[config.mk]
export PLATFORM = sky130hd
export DESIGN_NAME = smg_display_arbiter
export DESIGN_NICKNAME = d
export VERILOG_FILES = /design/src/rtl/smg_display_arbiter.sv
export SDC_FILE = /design/constraint.sdc
export NUM_CORES = 1
export LEC_CHECK = 0
export BUFFER_PORTS_ARGS = -buffer_cell sky130_fd_sc_hd__buf_2
export CAP_MARGIN = 5
export CORE_MARGIN = 2
export CORE_UTILIZATION = 44
export CTS_CLUSTER_DIAMETER = 80
export DETAILED_ROUTE_END_ITERATION = 7
export HOLD_SLACK_MARGIN = 0.1
export PLACE_DENSITY_LB_ADDON = 0.12
export SLEW_MARGIN = 15
export SYNTH_ARGS = -nofsm -noshare
export SYNTH_HDL_FRONTEND = slang
export SYNTH_SLANG_ARGS = --single-unit
[constraint.sdc]
create_clock -name CLK -period 3.6 [get_ports CLK]
set_clock_uncertainty 0.2 [all_clocks]
set_input_delay 0.72 -clock CLK [delete_from_list [all_inputs] [get_ports CLK]]
set_output_delay 0.72 -clock CLK [all_outputs]
set_load 0.05 [all_outputs]
[src/rtl/smg_display_arbiter.sv]
// -----------------------------------------------------------------------------
// smg_display_arbiter
//
// Shares one hex 7-segment display byte among four requesters. A grant latches
// the winner's byte and holds it for DWELL_CYC cycles. At the end of the dwell
// the block re-arbitrates round-robin, or returns to idle if nobody is asking.
//
// Ports
//   CLK        single clock, rising edge
//   RST        synchronous, active-high reset
//   Req        request vector, Req[k] = requester k wants the display
//   Req_Data   requester k's byte on Req_Data[8k+7:8k]
//   Ack        one-cycle grant pulse, one-hot on the winner
//   Byte_data  byte currently shown
//   Src_Id     requester index whose byte is shown
//   Valid      high while a grant's dwell is running
// -----------------------------------------------------------------------------
module smg_display_arbiter #(
    parameter logic [31:0] DWELL_CYC = 32'd50_000_000,
    parameter logic [7:0]  IDLE_BYTE = 8'h00
) (
    input  logic        CLK,
    input  logic        RST,
    input  logic [3:0]  Req,
    input  logic [31:0] Req_Data,
    output logic [3:0]  Ack,
    output logic [7:0]  Byte_data,
    output logic [1:0]  Src_Id,
    output logic        Valid
);

    localparam logic [0:0] ST_IDLE = 1'b0;
    localparam logic [0:0] ST_HOLD = 1'b1;

    logic [0:0]  state;
    logic [31:0] dwell_cnt;
    logic [1:0]  last_grant;
    logic [1:0]  winner;
    logic        expired;
    logic        decide;

    // The counter restarts at 0 on every grant, so the last cycle of a dwell
    // is exactly DWELL_CYC-1 and the counter can never wrap inside a grant.
    assign expired = (dwell_cnt == DWELL_CYC - 32'd1);

    // Round-robin search: last_grant+1 .. last_grant+4 (mod 4). The +4 step
    // lands on last_grant itself, so a lone requester is re-granted.
    always_comb begin
        // NOTE: every combinational output gets a default first so no path
        // leaves it unassigned, which would infer a latch.
        winner = last_grant;
        decide = (state == ST_IDLE) || expired;
        for (int k = 4; k >= 1; k--) begin
            // Walking from farthest to nearest lets the nearest hit win.
            if (Req[last_grant + 2'(k)]) begin
                winner = last_grant + 2'(k);
            end
        end
    end

    // NOTE: all sequential state uses non-blocking assignments so every
    // register samples pre-edge values, independent of statement order.
    always_ff @(posedge CLK) begin
        if (RST) begin
            state      <= ST_IDLE;
            dwell_cnt  <= 32'd0;
            last_grant <= 2'd3;
            Byte_data  <= IDLE_BYTE;
            Src_Id     <= 2'd0;
            Valid      <= 1'b0;
            Ack        <= 4'b0000;
        end else begin
            Ack <= 4'b0000;
            if (decide) begin
                if (|Req) begin
                    state      <= ST_HOLD;
                    dwell_cnt  <= 32'd0;
                    last_grant <= winner;
                    Byte_data  <= Req_Data[{winner, 3'b000} +: 8];
                    Src_Id     <= winner;
                    Valid      <= 1'b1;
                    Ack        <= 4'b0001 << winner;
                end else begin
                    // Byte_data and Src_Id keep showing the last grant.
                    state     <= ST_IDLE;
                    dwell_cnt <= 32'd0;
                    Valid     <= 1'b0;
                end
            end else begin
                dwell_cnt <= dwell_cnt + 32'd1;
            end
        end
    end

endmodule

==> results of run 1 <==
## power by group
| group | leakage, nW | total, W | internal (W) | switching, W |
|---|---|---|---|---|
| Sequential | 0.398 | 0.000571 | 0.000561 | 0.0000108 |
| Clock | 0.0542 | 0.000348 | 0.000174 | 0.000174 |
| Combinational | 0.693 | 0.000226 | 0.0000772 | 0.000149 |
## how the worst max path moves through the flow
stage | start | endpoint | slack [ps] | depth (start not counted)
detailed placement | Req[0] | Byte_data[3] | 1010 | 7
CTS | dwell_cnt[0] | Byte_data[7] | 1270 | 6
global route | dwell_cnt[0] | dwell_cnt[28] | 1040 | 6
floorplan | Req[0] | Byte_data[1] | 1270 | 6
global placement | Req[0] | Byte_data[1] | 1050 | 7
finish | Req[0] | Byte_data[3] | 1300 | 7
## cell type report
cell class / instances / area, um^2
Clock buffer: 7 / 96.3
Clock inverter: 1 / 5.00
Fill cell: 505 / 2570
Inverter: 10 / 37.5
Multi-Input combinational cell: 206 / 1370
Sequential cell: 49 / 981
Tap cell: 72 / 90.1
Timing Repair Buffer: 56 / 290
## per-stage QoR
stage               hold WS (ps)  worst slack (ps)  area, um^2  power (W)
floorplan                    230              1270        2440   0.000746
global placement             247              1050        2770   0.000809
detailed placement           255              1010        2770   0.000809
CTS                          275              1270        2870    0.00116
global route                 292              1040        2870    0.00121
finish                       272              1300        2870    0.00115
## cell usage in the layout (no fill, tap or decap), types with 2 or more instances in the layout
master    synthesis  final
o32ai_1           2      2
nor2_1           33     33
or3_1             3      3
a211oi_1         16     16
nand4_1           7      7
buf_2             4     52
nor4_4            2      2
and3_1           22     22
nand2_1          19     19
inv_1            10     10
nand3_1          17     17
a31oi_1           2      2
buf_4             0      4
xor2_1           15     15
nor3_1           11     11
and2_1            2      2
a21oi_1           8      8
clkbuf_8          0      7
o32ai_2           6      6
o21ai_0           5      5
nand4_2           2      2
dfxtp_1          49     49
xnor2_1          11     11
nor4_1            4      4
## sequential cells by signal, summed over array words and instances, names as in the netlist
signal      cells
Ack             4
Byte_data       8
Src_Id          2
dwell_cnt      32
last_grant      2
state           1
## cells by family after synthesis
family | Yosys count | synth area share [%]
AND/OR/NAND/NOR | 131 | 30.2
flip-flops | 49 | 40.1
AO/OA/AOI/OAI | 48 | 16.1
XOR/XNOR | 26 | 9.32
buffers and inverters | 21 | 3.74
adder cells (fa/ha/maj) | 1 | 0.512
## cell usage after synthesis (all sizes together) (2+ instances only)
master,instances,area (um^2)
or4,3,27.5
xor2,15,131
and3,22,138
and2,2,12.5
nand4,9,68.8
xnor2,11,96.3
buf,6,35.0
nand3,18,103
o21ai,6,30.0
or3,3,18.8
nor3,12,71.3
inv,10,37.5
nand2,19,71.3
a211oi,16,120
nor4,6,67.6
nor2,34,135
a31oi,2,12.5
clkbuf,5,18.8
a21oi,8,40.0
dfxtp,49,981
o32ai,8,115
## worst max-delay path: stages
cell and delay (ps):
buf_2 120, o21a_1 180, o21ai_1 120, buf_4 200
nand2_1 360, a211oi_1 450, o32ai_2 130
## per-layer routing
layer / vias to the layer above / global-route usage, %
li1: 1104 / -
met1: 960 / 25.0
met2: 53 / 28.2
met3: 6 / 3.79
met4: 0 / 5.26
met5: - / 0
==> reports/metrics.csv, run 1 <==
metric,value,unit
fmax,435,MHz
design.die.area,0.00617,mm^2
htreeDepth,2,
rr_endpoint,Byte_data[0],
antennaDiodeCount,0,
final_nets,367,
wl_met2,2380,um
num_vias,2123,
grt_pass1_wl,9020,um
reg2reg_slack,1300,ps
critPathKind,input pin to flop,
syn_avg_cell_area,8.85,um^2
grt_max_degree,32,
peakVddDrop,0.000236,V
syn_area,0.00244,mm^2
cts_resized,0,
hold_depth,1,
cts_num_sinks,49,
drc_errors,0,
antenna_found_initial,0,
layout_min_cycle_time,2300,ps
worstPathArrival,2280,ps
setup_viol,0,
rsz0062_at_grt,false,
drive_gt1_share,24.6,%
instances_no_fill,401,
cts_tree,done,
async_reset_ff_share,0,%
final_util,52.8,%
core,0.00544,mm^2
clock_latency,300,ps
ys_warn_count,0,
leakage,1.15,nW
dr.pass1.iters,4,
min_path_type,flop to flop,
cts_root_buf,clkbuf_8,
syn_nets,315,
gp_congestion,0.729,
routed_wl,5400,um
grt_pass1_vias,1939,
top_level_ports,53,
path_max_fanout,18,
rows,27,
die-height,78.5,um
worstMarginPinSlew,892,ps
ys_types,44,
rr_worst_depth,6,
min_to,dwell_cnt[0],
numCtsBuffers,5,
drt-met1-wl,2640,um
setup-tns-final,0,ps
seq_area_frac_synth,40.1,%
dp.cells,393,
avgViaCountPerCell,5.29,
dpl.hpwl,3820,um
cts_hold_buf,0,
synth_edf_count,0,
power_density,399,mW/mm^2
grt-ovfl-total,0,
clockBufferDepth,2,
r2r-start,dwell_cnt[0],
outcome,"complete, no violations",
cts.clk_slew.worst_paths,80,ps
grt_usage,18.0,%
cts_setup_buffers,0,
wire_per_inst,13.5,um
cp-start-kind,input pin,
antenna_left,0,
worst_hold_startpoint,dwell_cnt[0],
finalCritPeriodShare,63.9,%
die_x,78.5,um
start_util,44.9,%
cp-end-kind,flop,
wl_met3,313,um
finalHoldViolCount,0,
drv_cap,0,
slew_headroom,40.0,%
synth_cells,276,
initialDrtViolationCount,106,
io_buffer_count,52,
ys_seq_elements,49,
area_delta_synth_final,17.5,%
slew_viol_final,0,
synth_ff_type,dfxtp_1,
top_layer_used,met4,
critPathRequiredTime,3580,ps
Note: power is estimated with default switching activity, not from simulation.
==> run 2: changes to the inputs <==
- clock period: 3.6 -> 2.25 ns (I/O delays scaled with it)
==> run 2 against run 1 <==
Hold slack got worse by 110 ps. Critical path depth fell by 2. Global-route usage rose by 0.98 points. Count of clock-buffer cells in the layout did not move. Die area did not move. Power rose by 59%. Combinational power rose by 70%. Final cell count rose by 3.7%. Sequential power rose by 60%. Largest power group unchanged. Critical path type is now flop to flop.
==> reports/metrics.csv, run 2 (same netlist as run 1, synthesis figures left out) <==
metric,value,unit
slew_headroom,74.3,%
grt_pass1_wl,9390,um
peakVddDrop,0.000383,V
core,0.00544,mm^2
worstMarginPinSlew,384,ps
layout_common_cells,"52 x buf_2, 47 x dfxtp_1, 33 x nor2_1, 22 x and3_1, 19 x nand2_1",
path_max_fanout,6,
multi_input_area,0.00140,mm^2
final_common_cell,buf_2,
use_met3,4.71,%
antenna_found_initial,0,
clockBufferDepth,2,
finalHoldViolCount,0,
cp-end-kind,flop,
critPathRequiredTime,2260,ps
dr.pass1.iters,4,
cts_hold_buf,0,
holdWs,162,ps
die-height,78.5,um
leakage,1.23,nW
reg_top3,"dwell_cnt x32, Byte_data x8, Ack x4",
cts.clk_slew.worst_paths,90,ps
rows,27,
fmax,455,MHz
regMostFlops,dwell_cnt,
cpLargestDelayFamily,simple AND/OR/NAND/NOR gates,
grt_pass1_vias,2035,
top_level_ports,53,
numCtsBuffers,5,
num_vias,2197,
rsz0062_at_grt,true,
io_buffer_count,52,
layout_min_cycle_time,2200,ps
area_delta_synth_final,23.8,%
finalCritPeriodShare,97.6,%
final_util,55.6,%
worstPathCellList,"or4_4, nor4_4, a31o_4, nand3_2, o32ai_2",
cp.buffers_inverters,0,
min_path_type,input pin to flop,
power_density,601,mW/mm^2
start_util,44.9,%
cts_tree,done,
met2_usage,30.7,%
routed_wl,5700,um
drc_errors,0,
cts_root_buf,clkbuf_8,
worstPathArrival,2210,ps
fillCellCount,526,
htreeDepth,2,
drv_cap,0,
design.die.area,0.00617,mm^2
outcome,"complete, no violations",
wire_per_inst,13.7,um
avgViaCountPerCell,5.28,
grt_util_met1,24.8,%
final_nets,383,
cpMaxStageDelayCell,or4_4,
largest_reg_flops,32,
busiest_layer,met2,
grt_usage,19.0,%
initialDrtViolationCount,90,
grt-ovfl-total,0,
antennaDiodeCount,0,
antenna_left,0,
critPathKind,flop to flop,
drive_gt1_share,29.1,%
cp-start-kind,flop,
seq_area,983,um^2
cts_num_sinks,49,
gp_congestion,0.743,
clock_latency,300,ps
cpPeakStageDelay,540,ps
grt_max_degree,32,
slew_viol_final,0,
setup_viol,0,
dpl.hpwl,4110,um
die_x,78.5,um
[run 2: changes by cell type in the layout (fill, tap and decap cells not counted), sizes merged]
cell	previous run	this run
clkinv	1	0
buf	56	71
nand3	18	19
[run 2: per-layer routing]
metal / vias to the layer above / part of all wire [%]
li1: 1138 / -
met1: 996 / 49
met2: 56 / 44
met3: 7 / 5.7
met4: 0 / 1.6
met5: - / 0
[run 2: worst register-to-register path, cell delays in order, from the launching register on]
cell	delay, ps
dfxtp_2	330
or4_4	540
nor4_4	330
a31o_4	260
nand3_2	170
o32ai_2	280
[run 2: power by group]
| part | internal [W] | total [W] | switching, W |
|---|---|---|---|
| logic | 0.000138 | 0.000384 | 0.000245 |
| clock network | 0.000244 | 0.000519 | 0.000275 |
| registers | 0.000897 | 0.000916 | 0.0000185 |
[run 2: area by class of cell]
cell class / count / area share [%]
inverters: 10 / 1.24
well taps: 72 / 2.98
clock buffers: 7 / 2.85
multi-input cells: 207 / 46.2
flip-flops and latches: 49 / 32.5
repair buffers: 71 / 14.3
[run 2: worst paths after layout]
kind	from	to	slack (ps)	cells after the start
setup / recovery	dwell_cnt[16]	Byte_data[1]	50	5
hold / removal	RST	Src_Id[1]	160	2
setup reg to reg	dwell_cnt[16]	Byte_data[1]	50	5
hold reg to reg	Byte_data[7]	Byte_data[7]	280	2
[run 2: repair_timing]
item | in CTS | in global routing
setup buffers | 0 | 1
gates resized for setup | 0 | 6
endpoints found under the setup margin | 0 | 14
[run 2: stage by stage]
step / setup slack (ps) / total power, W / TNS [ps] / instances / area [um^2]
after floorplan: 155 / 0.00119 / 0 / 276 / 2440
after global placement: 153 / 0.00131 / 0 / 407 / 2890
after detailed placement: 81.1 / 0.00131 / 0 / 407 / 2890
after CTS: 60.1 / 0.00183 / 0 / 414 / 2970
after global routing: -16.4 / 0.00191 / -35.3 / 416 / 3030
final: 52.9 / 0.00182 / 0 / 416 / 3030
==> run 3: changes to the inputs <==
- BUFFER_PORTS_ARGS: -buffer_cell sky130_fd_sc_hd__buf_2 -> default
- CORE_ASPECT_RATIO: default -> 0.6
- DONT_BUFFER_PORTS: default -> 1
- SETUP_SLACK_MARGIN: default -> 0.3
==> run 3 against run 2 <==
Sequential power is 10% higher. Flip-flop and latch count unchanged. Combinational power is 27% lower. Core utilization up 2.2 points. Sequential share of layout area increased by 0.34 points. Clock power up 28%. Routed wire length grew 4.7%. Global-route usage increased by 0.058 points. Critical path type unchanged. Critical endpoint is now Byte_data[7]. Highest routed layer unchanged.
==> reports/metrics.csv, run 3 (same netlist as run 1, synthesis figures left out) <==
metric,value,unit
grt_usage,19.1,%
final_nets,339,
reg2reg_slack,100,ps
rows,20,
outcome,"complete, no violations",
drc_errors,0,
num_vias,2088,
net-switching-power,0.000573,W
instances_no_fill,367,
cts_tree,done,
layout_common_cells,"43 x dfxtp_1, 33 x nor2_1, 22 x and3_1, 22 x buf_4, 18 x nand2_1",
final_common_cell,dfxtp_1,
critPathKind,flop to flop,
wire_per_inst,16.3,um
numCtsBuffers,5,
fmax,465,MHz
antenna_left,0,
drv_cap,0,
worstPathArrival,2140,ps
comb_power_share,14.5,%
leakage,1.10,nW
setup_viol,0,
initialDrtViolationCount,91,
finalWorstSetupSlack,97.7,ps
clockPowerShare,34.0,%
die-height,61.7,um
core,0.00520,mm^2
cpPeakStageDelay,530,ps
dpl.hpwl,4050,um
grt_max_degree,32,
dp_slack,15.0,ps
layout_min_cycle_time,2150,ps
finalHoldViolCount,0,
dr.pass1.iters,4,
cp-start-kind,flop,
p_total,0.00195,W
cpLargestDelayFamily,simple AND/OR/NAND/NOR gates,
cpMaxStageDelayCell,or4bb_4,
cts_root_buf,clkbuf_8,
grt_pass1_vias,1820,
cts_num_sinks,49,
min_path_type,input pin to flop,
clock_latency,320,ps
clockBufferDepth,2,
p_sw_share,29.4,%
antenna_found_initial,0,
routed_wl,5970,um
start_util,46.9,%
io_buffer_count,0,
design.die.area,0.00619,mm^2
critPathRequiredTime,2230,ps
gp_congestion,0.782,
antennaDiodeCount,0,
slew_headroom,64.3,%
reg_top3,"dwell_cnt x32, Byte_data x8, Ack x4",
p_int,0.00138,W
avgViaCountPerCell,5.69,
p_seq_share,51.5,%
worstMarginPinSlew,535,ps
dp.cells,348,
cts.clk_slew.worst_paths,90,ps
top_level_ports,53,
drive_gt1_share,24.9,%
power_density,649,mW/mm^2
cp.buffers_inverters,2,
area_delta_synth_final,23.1,%
slew_viol_final,0,
regMostFlops,dwell_cnt,
peakVddDrop,0.000313,V
die_x,100,um
path_max_fanout,8,
worstPathCellList,"or4bb_4, nor4_4, buf_4, a31oi_4, nor2_4, buf_12, o32ai_4",
htreeDepth,2,
cp-end-kind,flop,
rsz0062_at_grt,true,
grt_pass1_wl,9120,um
grt-ovfl-total,0,
finalCritPeriodShare,95.7,%
largest_reg_flops,32,
run 3: cell count changes in the layout (fill, tap and decap cells not counted), moves of 2 or more:
cell,previous run,this run
buf_2,52,0
buf_4,16,22
dfxtp_1,47,43
dfxtp_2,2,6
nor3_1,11,7
nor3_2,0,3
a31oi_1,2,0
run 3: metrics by stage:
stage | util, % | TNS, ps | hold slack [ps] | instance area, um^2
2_1_floorplan | - | 0 | 230 | 2460
3_3_place_gp | 50.6 | 0 | 280 | 2630
3_5_place_dp | 50.6 | 0 | 281 | 2630
4_1_cts | 55.6 | 0 | 215 | 2900
5_1_grt | 57.8 | -19.1 | 269 | 3010
6_report | 57.8 | 0 | 258 | 3010
run 3: layer usage:
layer  up-vias  routed length, um  track usage (%)
met5         -                  0                0
met4         0                 37             6.46
met3         4                436             4.59
met2        60               2330             24.0
met1       969               3160             30.6
li1       1055                  -                -
run 3: power groups by stage:
stage	combinational [W]	clock [W]	sequential, W
floorplan	0.000175	0	0.00102
global placement	0.000225	0	0.00103
detailed placement	0.000226	0	0.00103
CTS	0.000255	0.000679	0.00101
global route	0.000306	0.000715	0.00101
finish	0.000282	0.000665	0.00101
run 3: path summary, 6_finish.rpt:
path	cells after the start	start	endpoint
hold reg to reg	2	dwell_cnt[25]	dwell_cnt[25]
setup / recovery	7	dwell_cnt[13]	Byte_data[7]
setup reg to reg	7	dwell_cnt[13]	Byte_data[7]
hold / removal	2	Req_Data[11]	Byte_data[3]
run 3: area by class of cell:
cell class                 count  area [um^2]
clock buffer                   6         82.6
clock inverter                 2         37.5
fill                         450         2200
inverter                      10         37.5
multi-input combinational    206         1510
sequential                    49          988
tap                           66         82.6
timing repair buffer          28          272
run 3: timing repair:
item                                   in CTS  in global routing
pin swaps                                   9                  7
gates resized for setup                    11                 16
hold buffers                                1                  0
buffers inserted                            8                  1
cloned                                      0                  1
endpoints found under the hold margin       4                  0
setup endpoints to repair                  47                 48
